--- src/rtl/pipe_hazard_ctrl.sv ---
// Stall/flush sequencer for the pipeline front end: load-use stalls, multi-cycle EX holds, branch flushes.
// Optional performance counters are built when HAZARD_PERF_CNT_EN is defined.
module pipe_hazard_ctrl #(
    parameter int MC_LAT       = 4,
    parameter int FLUSH_CYCLES = 1,
    parameter int CNT_W        = 32
) (
    input  logic             clk,
    input  logic             reset,
    input  logic [4:0]       id_rn,
    input  logic [4:0]       id_rm,
    input  logic             id_use_rn,
    input  logic             id_use_rm,
    input  logic             id_mc_op,
    input  logic             ex_read_en,
    input  logic [4:0]       ex_rd,
    input  logic             br_taken,
    output logic             pc_en,
    output logic             ifid_en,
    output logic             ifid_flush,
    output logic             rfex_bubble,
    output logic             mc_kill,
    output logic             busy,
    output logic [CNT_W-1:0] stall_cnt,
    output logic [CNT_W-1:0] flush_cnt
);

    typedef enum logic [1:0] {
        RUN     = 2'd0,
        MC_WAIT = 2'd1,
        FLUSH   = 2'd2
    } state_t;

    localparam logic [3:0] MC_LOAD = 4'(MC_LAT - 1);
    localparam logic [3:0] FL_LOAD = 4'(FLUSH_CYCLES - 1);

    state_t     state, state_nxt;
    logic [3:0] cnt, cnt_nxt;
    logic       lu_hazard;

    // Register 31 is the zero register, so a load targeting it never creates a dependency.
    assign lu_hazard = ex_read_en && (ex_rd != 5'd31) &&
                       ((id_use_rn && (id_rn == ex_rd)) ||
                        (id_use_rm && (id_rm == ex_rd)));

    always_comb begin
        pc_en       = 1'b1;
        ifid_en     = 1'b1;
        ifid_flush  = 1'b0;
        rfex_bubble = 1'b0;
        mc_kill     = 1'b0;
        state_nxt   = state;
        cnt_nxt     = cnt;

        if (br_taken) begin
            ifid_flush  = 1'b1;
            rfex_bubble = 1'b1;
            mc_kill     = (state == MC_WAIT);
            if (FLUSH_CYCLES > 1) begin
                state_nxt = FLUSH;
                cnt_nxt   = FL_LOAD;
            end else begin
                state_nxt = RUN;
                cnt_nxt   = 4'd0;
            end
        end else begin
            case (state)
                MC_WAIT: begin
                    pc_en       = 1'b0;
                    ifid_en     = 1'b0;
                    rfex_bubble = 1'b1;
                    cnt_nxt     = cnt - 4'd1;
                    if (cnt <= 4'd1) state_nxt = RUN;
                end
                FLUSH: begin
                    ifid_flush  = 1'b1;
                    rfex_bubble = 1'b1;
                    cnt_nxt     = cnt - 4'd1;
                    if (cnt <= 4'd1) state_nxt = RUN;
                end
                default: begin
                    if (lu_hazard) begin
                        // One bubble suffices; EX->ID forwarding resolves the dependency afterwards.
                        pc_en       = 1'b0;
                        ifid_en     = 1'b0;
                        rfex_bubble = 1'b1;
                    end else if (id_mc_op) begin
                        state_nxt = MC_WAIT;
                        cnt_nxt   = MC_LOAD;
                    end
                end
            endcase
        end

        // Held reset parks the front end: nothing fetched, NOPs loaded, no kill issued.
        if (!reset) begin
            pc_en       = 1'b0;
            ifid_en     = 1'b0;
            ifid_flush  = 1'b1;
            rfex_bubble = 1'b1;
            mc_kill     = 1'b0;
        end
    end

    assign busy = reset && (state != RUN);

    always_ff @(posedge clk or negedge reset) begin
        if (!reset) begin
            state <= RUN;
            cnt   <= 4'd0;
        end else begin
            state <= state_nxt;
            cnt   <= cnt_nxt;
        end
    end

`ifdef HAZARD_PERF_CNT_EN
    logic [CNT_W-1:0] stall_q, flush_q;

    always_ff @(posedge clk or negedge reset) begin
        if (!reset) begin
            stall_q <= '0;
            flush_q <= '0;
        end else begin
            if (!pc_en && (stall_q != '1)) stall_q <= stall_q + CNT_W'(1);
            if (ifid_flush && (flush_q != '1)) flush_q <= flush_q + CNT_W'(1);
        end
    end

    assign stall_cnt = stall_q;
    assign flush_cnt = flush_q;
`else
    assign stall_cnt = '0;
    assign flush_cnt = '0;
`endif

endmodule

--- config.mk ---
export PLATFORM = sky130hd
export DESIGN_NAME = pipe_hazard_ctrl
export DESIGN_NICKNAME = d
export VERILOG_FILES = /design/src/rtl/pipe_hazard_ctrl.sv
export SDC_FILE = /design/constraint.sdc
export NUM_CORES = 1
export LEC_CHECK = 0
export BUFFER_PORTS_ARGS = -buffer_cell sky130_fd_sc_hd__buf_4
export CORE_UTILIZATION = 34
export CTS_BUF_LIST = sky130_fd_sc_hd__clkbuf_4 sky130_fd_sc_hd__clkbuf_8 sky130_fd_sc_hd__clkbuf_16
export DETAILED_ROUTE_END_ITERATION = 8
export PLACE_DENSITY = 0.77
export SLEW_MARGIN = 40
export SYNTH_ARGS = -nofsm -noshare
export SYNTH_HDL_FRONTEND = slang
export SYNTH_SLANG_ARGS = --single-unit
--- constraint.sdc ---
create_clock -name clk -period 1.4 [get_ports clk]
set_input_delay 0.07 -clock clk [delete_from_list [all_inputs] [get_ports clk]]
set_output_delay 0.07 -clock clk [all_outputs]
set_load 0.005 [all_outputs]
==> impl_metrics.xml <==
<?xml version="1.0" encoding="UTF-8"?>
<metrics>
  <group name="outcome">
    <metric name="outcome" unit="">complete, no violations</metric>
  </group>
  <group name="synth">
    <metric name="synth_top_area_share" unit="%">48.15</metric>
    <metric name="ys_ff_latch" unit="">5</metric>
    <metric name="post_synth_num_cell_types" unit="">30</metric>
    <metric name="ys.flop_type" unit="">sky130_fd_sc_hd__dfrtp_1</metric>
    <metric name="fraction_of_registers_with_async_set_reset" unit="%">100.0</metric>
    <metric name="yosys_warnings" unit="">0</metric>
    <metric name="yosysTopAreaCell" unit="">sky130_fd_sc_hd__buf_4</metric>
    <metric name="netlist_area" unit="um^2">1013</metric>
    <metric name="syn-instance-count" unit="">133</metric>
    <metric name="syn_area_per_cell" unit="um^2">7.620</metric>
    <metric name="yosysSeqAreaShare" unit="%">12.35</metric>
    <metric name="synth_edf_count" unit="">0</metric>
    <metric name="netlist_top_cells_area" unit="">sky130_fd_sc_hd__buf_4 (48%), sky130_fd_sc_hd__dfrtp_1 (12%), sky130_fd_sc_hd__xnor2_1 (8.6%)</metric>
  </group>
  <group name="place">
    <metric name="dp.final_hpwl" unit="mm">1.409</metric>
    <metric name="dp_cells" unit="">189</metric>
    <metric name="numPortBuffers" unit="">27</metric>
    <metric name="finalWeightedCongestion" unit="">0.8435</metric>
  </group>
  <group name="finish">
    <metric name="layoutNonFillerInstCount" unit="">196</metric>
    <metric name="antennaDiodeCount" unit="">0</metric>
    <metric name="syn2layout_area_growth" unit="%">5.926</metric>
    <metric name="drive_above_1_share" unit="%">25.45</metric>
    <metric name="final_net_count" unit="">190</metric>
  </group>
  <group name="sta">
    <metric name="timing.final.crit_share" unit="%">94.02</metric>
    <metric name="count_of_endpoints_failing_hold_in_the_final_timing_report" unit="">0</metric>
    <metric name="setup_violations" unit="">0</metric>
    <metric name="clock_skew" unit="ns">0.003990</metric>
    <metric name="grt_setup_unrepaired" unit="">false</metric>
    <metric name="finalMaxSlewViolations" unit="">0</metric>
    <metric name="setup-tns-final" unit="ns">0</metric>
    <metric name="fin_crit" unit="ns">1.316</metric>
    <metric name="fmax" unit="MHz">759.7</metric>
  </group>
  <group name="power_and_ir_drop">
    <metric name="static-leakage-power" unit="uW">0.0005772</metric>
    <metric name="internal_power" unit="uW">418.6</metric>
    <metric name="switchingPower" unit="uW">223.2</metric>
    <metric name="clkPwrFrac" unit="%">30.0</metric>
    <metric name="comb_power_share" unit="%">42.0</metric>
    <metric name="power.density_cell_area" unit="nW/um^2">597.8</metric>
    <metric name="peak_supply_drop" unit="V">0.0002947</metric>
    <metric name="power.sequential.fraction" unit="%">28.0</metric>
    <metric name="power_switching_share" unit="%">34.77</metric>
  </group>
  <group name="global_routing">
    <metric name="total_routing_usage_reported_by_global_routing" unit="%">10.60</metric>
    <metric name="first_pass_grt_wire_length" unit="mm">2.594</metric>
    <metric name="first_global_vias" unit="">588</metric>
    <metric name="antenna_found_initial" unit="">0</metric>
    <metric name="largest_net_degree_at_the_start_of_global_routing" unit="">15</metric>
    <metric name="gr-total-overflow" unit="">0</metric>
  </group>
  <group name="detailed_routing">
    <metric name="met2_wirelength" unit="um">904</metric>
    <metric name="drt_first_iter_violations" unit="">3</metric>
    <metric name="detail_route.wirelength" unit="mm">1.699</metric>
    <metric name="detail_route.first_pass.iterations" unit="">2</metric>
    <metric name="final_routed_drc_violation_total" unit="">0</metric>
    <metric name="highest-signal-layer" unit="">met4</metric>
    <metric name="drt-met1-wl" unit="um">627</metric>
    <metric name="route.vias.total" unit="">759</metric>
    <metric name="detail-route-antenna-nets" unit="">0</metric>
    <metric name="detail_route.vias_per_cell" unit="">3.872</metric>
    <metric name="wl_met3" unit="um">137</metric>
    <metric name="wl_per_cell" unit="um">8.668</metric>
  </group>
  <group name="critical_path">
    <metric name="crit_end" unit="">state[0]</metric>
    <metric name="cp-start-kind" unit="">register</metric>
    <metric name="setup.worst_path.start" unit="">cnt[0]</metric>
    <metric name="worstReg2RegStart" unit="">cnt[0]</metric>
    <metric name="rr_endpoint" unit="">state[0]</metric>
    <metric name="critPathRequiredTime" unit="ns">1.57</metric>
    <metric name="rr_worst_depth" unit="">6</metric>
    <metric name="worstSetupPathType" unit="">reg -&gt; reg</metric>
    <metric name="maximum_fanout_encountered_on_the_critical_timing_path" unit="">7</metric>
    <metric name="critical_path_arrival" unit="ns">1.49</metric>
    <metric name="worst_reg2reg_setup_slack" unit="ns">0.08</metric>
    <metric name="setup.worst_path.end_class" unit="">register</metric>
  </group>
  <group name="run">
    <metric name="number_of_violations_of_the_max_capacitance_limit" unit="">0</metric>
  </group>
  <group name="cts">
    <metric name="cts.sinks" unit="">5</metric>
    <metric name="clkLatencyLatePin" unit="ns">0.25</metric>
    <metric name="ctsRootBufferMaster" unit="">sky130_fd_sc_hd__clkbuf_4</metric>
    <metric name="numCtsBuffers" unit="">3</metric>
    <metric name="cts.reportedPaths.clkPinSlew" unit="ns">0.05</metric>
    <metric name="clockBufferDepth" unit="">2</metric>
    <metric name="htreeDepth" unit="">1</metric>
    <metric name="cts_tree" unit="">built</metric>
  </group>
  <group name="floorplanning">
    <metric name="chipHeight" unit="um">56.60</metric>
    <metric name="dieArea" unit="um^2">3203</metric>
    <metric name="floorplan.core_area" unit="um^2">2781</metric>
    <metric name="floorplan.die.width" unit="um">56.60</metric>
    <metric name="row_count" unit="">19</metric>
    <metric name="floorplan.initialDensity" unit="%">36.44</metric>
    <metric name="io_pins" unit="">92</metric>
  </group>
  <group name="hold_path">
    <metric name="timing.hold.worst.class" unit="">in -&gt; reg</metric>
  </group>
</metrics>
==> placed cells by master, fill, tap and decap left out, drive strengths merged, types with 2 or more instances in the layout <==
master  netlist  final
conb          1     64
dfrtp         5      5
or3           2      2
nand4         2      2
ha            2      2
nor3          2      2
inv           3      3
o21ai         5      5
clkbuf        2      4
o31ai         2      2
nand2         4      4
o31a          2      2
buf          66     32
a21oi         7      7
xnor2        10     10
nor2          6      6
==> cell usage after synthesis, types with 2 or more instances <==
cell / n
sky130_fd_sc_hd__xnor2_1: 10
sky130_fd_sc_hd__nor3_1: 2
sky130_fd_sc_hd__o21ai_0: 4
sky130_fd_sc_hd__nor2_1: 6
sky130_fd_sc_hd__nand4_1: 2
sky130_fd_sc_hd__o31a_1: 2
sky130_fd_sc_hd__ha_1: 2
sky130_fd_sc_hd__inv_1: 3
sky130_fd_sc_hd__dfrtp_1: 5
sky130_fd_sc_hd__buf_4: 65
sky130_fd_sc_hd__o31ai_1: 2
sky130_fd_sc_hd__nand2_1: 4
sky130_fd_sc_hd__or3_1: 2
sky130_fd_sc_hd__clkbuf_1: 2
sky130_fd_sc_hd__a21oi_1: 7
==> power by group through the flow <==
stage	sequential [uW]	clock [uW]	combinational [uW]
CTS	184	197	251
global route	182	209	306
floorplan	172	0	292
detailed placement	186	0	248
finish	180	193	269
global placement	185	0	244
==> layer usage <==
layer  GRT usage, %  vias to the layer above
li1               -                      372
met1          11.38                      339
met2          18.49                       44
met3          3.456                        4
met4          5.226                        0
met5              0                        -
==> cell type report <==
type,instances,area (um^2)
tap,31,38.79
sequential,5,127.6
timing repair buffer,33,250.2
clock buffer,4,30.03
inverter,3,11.26
multi-input combinational,120,615.6
fill,300,1708
==> what timing repair did <==
action / 4_1_cts / 5_1_grt
gates resized for setup: 1 / 3
setup buffers: 0 / 2
gates cloned: 0 / 0
setup endpoints to repair: 2 / 3
hold buffers: 1 / 0
endpoints found under the hold margin: 5 / 0
==> logic make-up after synthesis <==
kind of cell | synth area share (%)
AO/OA/AOI/OAI | 13.33
XOR/XNOR | 8.642
adder cells (fa/ha/maj) | 2.469
buffers and inverters | 50.49
flip-flops | 12.35
other | 0.3700
AND/OR/NAND/NOR | 12.35
==> how the worst min path moves through the flow <==
stage                        end  depth (start not counted)  startpoint
after global routing      cnt[3]                          2    br_taken
after global placement    cnt[2]                          1       reset
after floorplan           cnt[0]                          0       reset
after CTS                 cnt[3]                          2    br_taken
final                     cnt[3]                          2    br_taken
after detailed placement  cnt[2]                          1       reset
==> worst max-delay path, stage by stage (launching register included) <==
cell and delay (ns):
sky130_fd_sc_hd__dfrtp_2 0.40, sky130_fd_sc_hd__inv_1 0.06, sky130_fd_sc_hd__ha_2 0.19, sky130_fd_sc_hd__nor2_1 0.10
sky130_fd_sc_hd__nor4_1 0.05, sky130_fd_sc_hd__or3_1 0.34, sky130_fd_sc_hd__a21oi_1 0.11
==> state kept, by name, indices dropped and copies added (netlist names) <==
name	cells
cnt	4
state	1
==> per-stage QoR <==
step	util (%)	power, uW	hold slack (ns)	setup WS [ns]	area, um^2
2_1_floorplan	-	464.2	-0.2256	0.08766	1250
6_report	38.60	641.8	0.09655	0.08373	1074
3_5_place_dp	36.44	433.2	-0.1072	0.01771	1013
5_1_grt	38.60	697.9	0.1042	0.01012	1074
3_3_place_gp	36.44	428.7	-0.1076	0.04763	1013
4_1_cts	37.92	632.5	0.09496	0.004708	1055
Note: power is estimated with default switching activity, not from simulation.
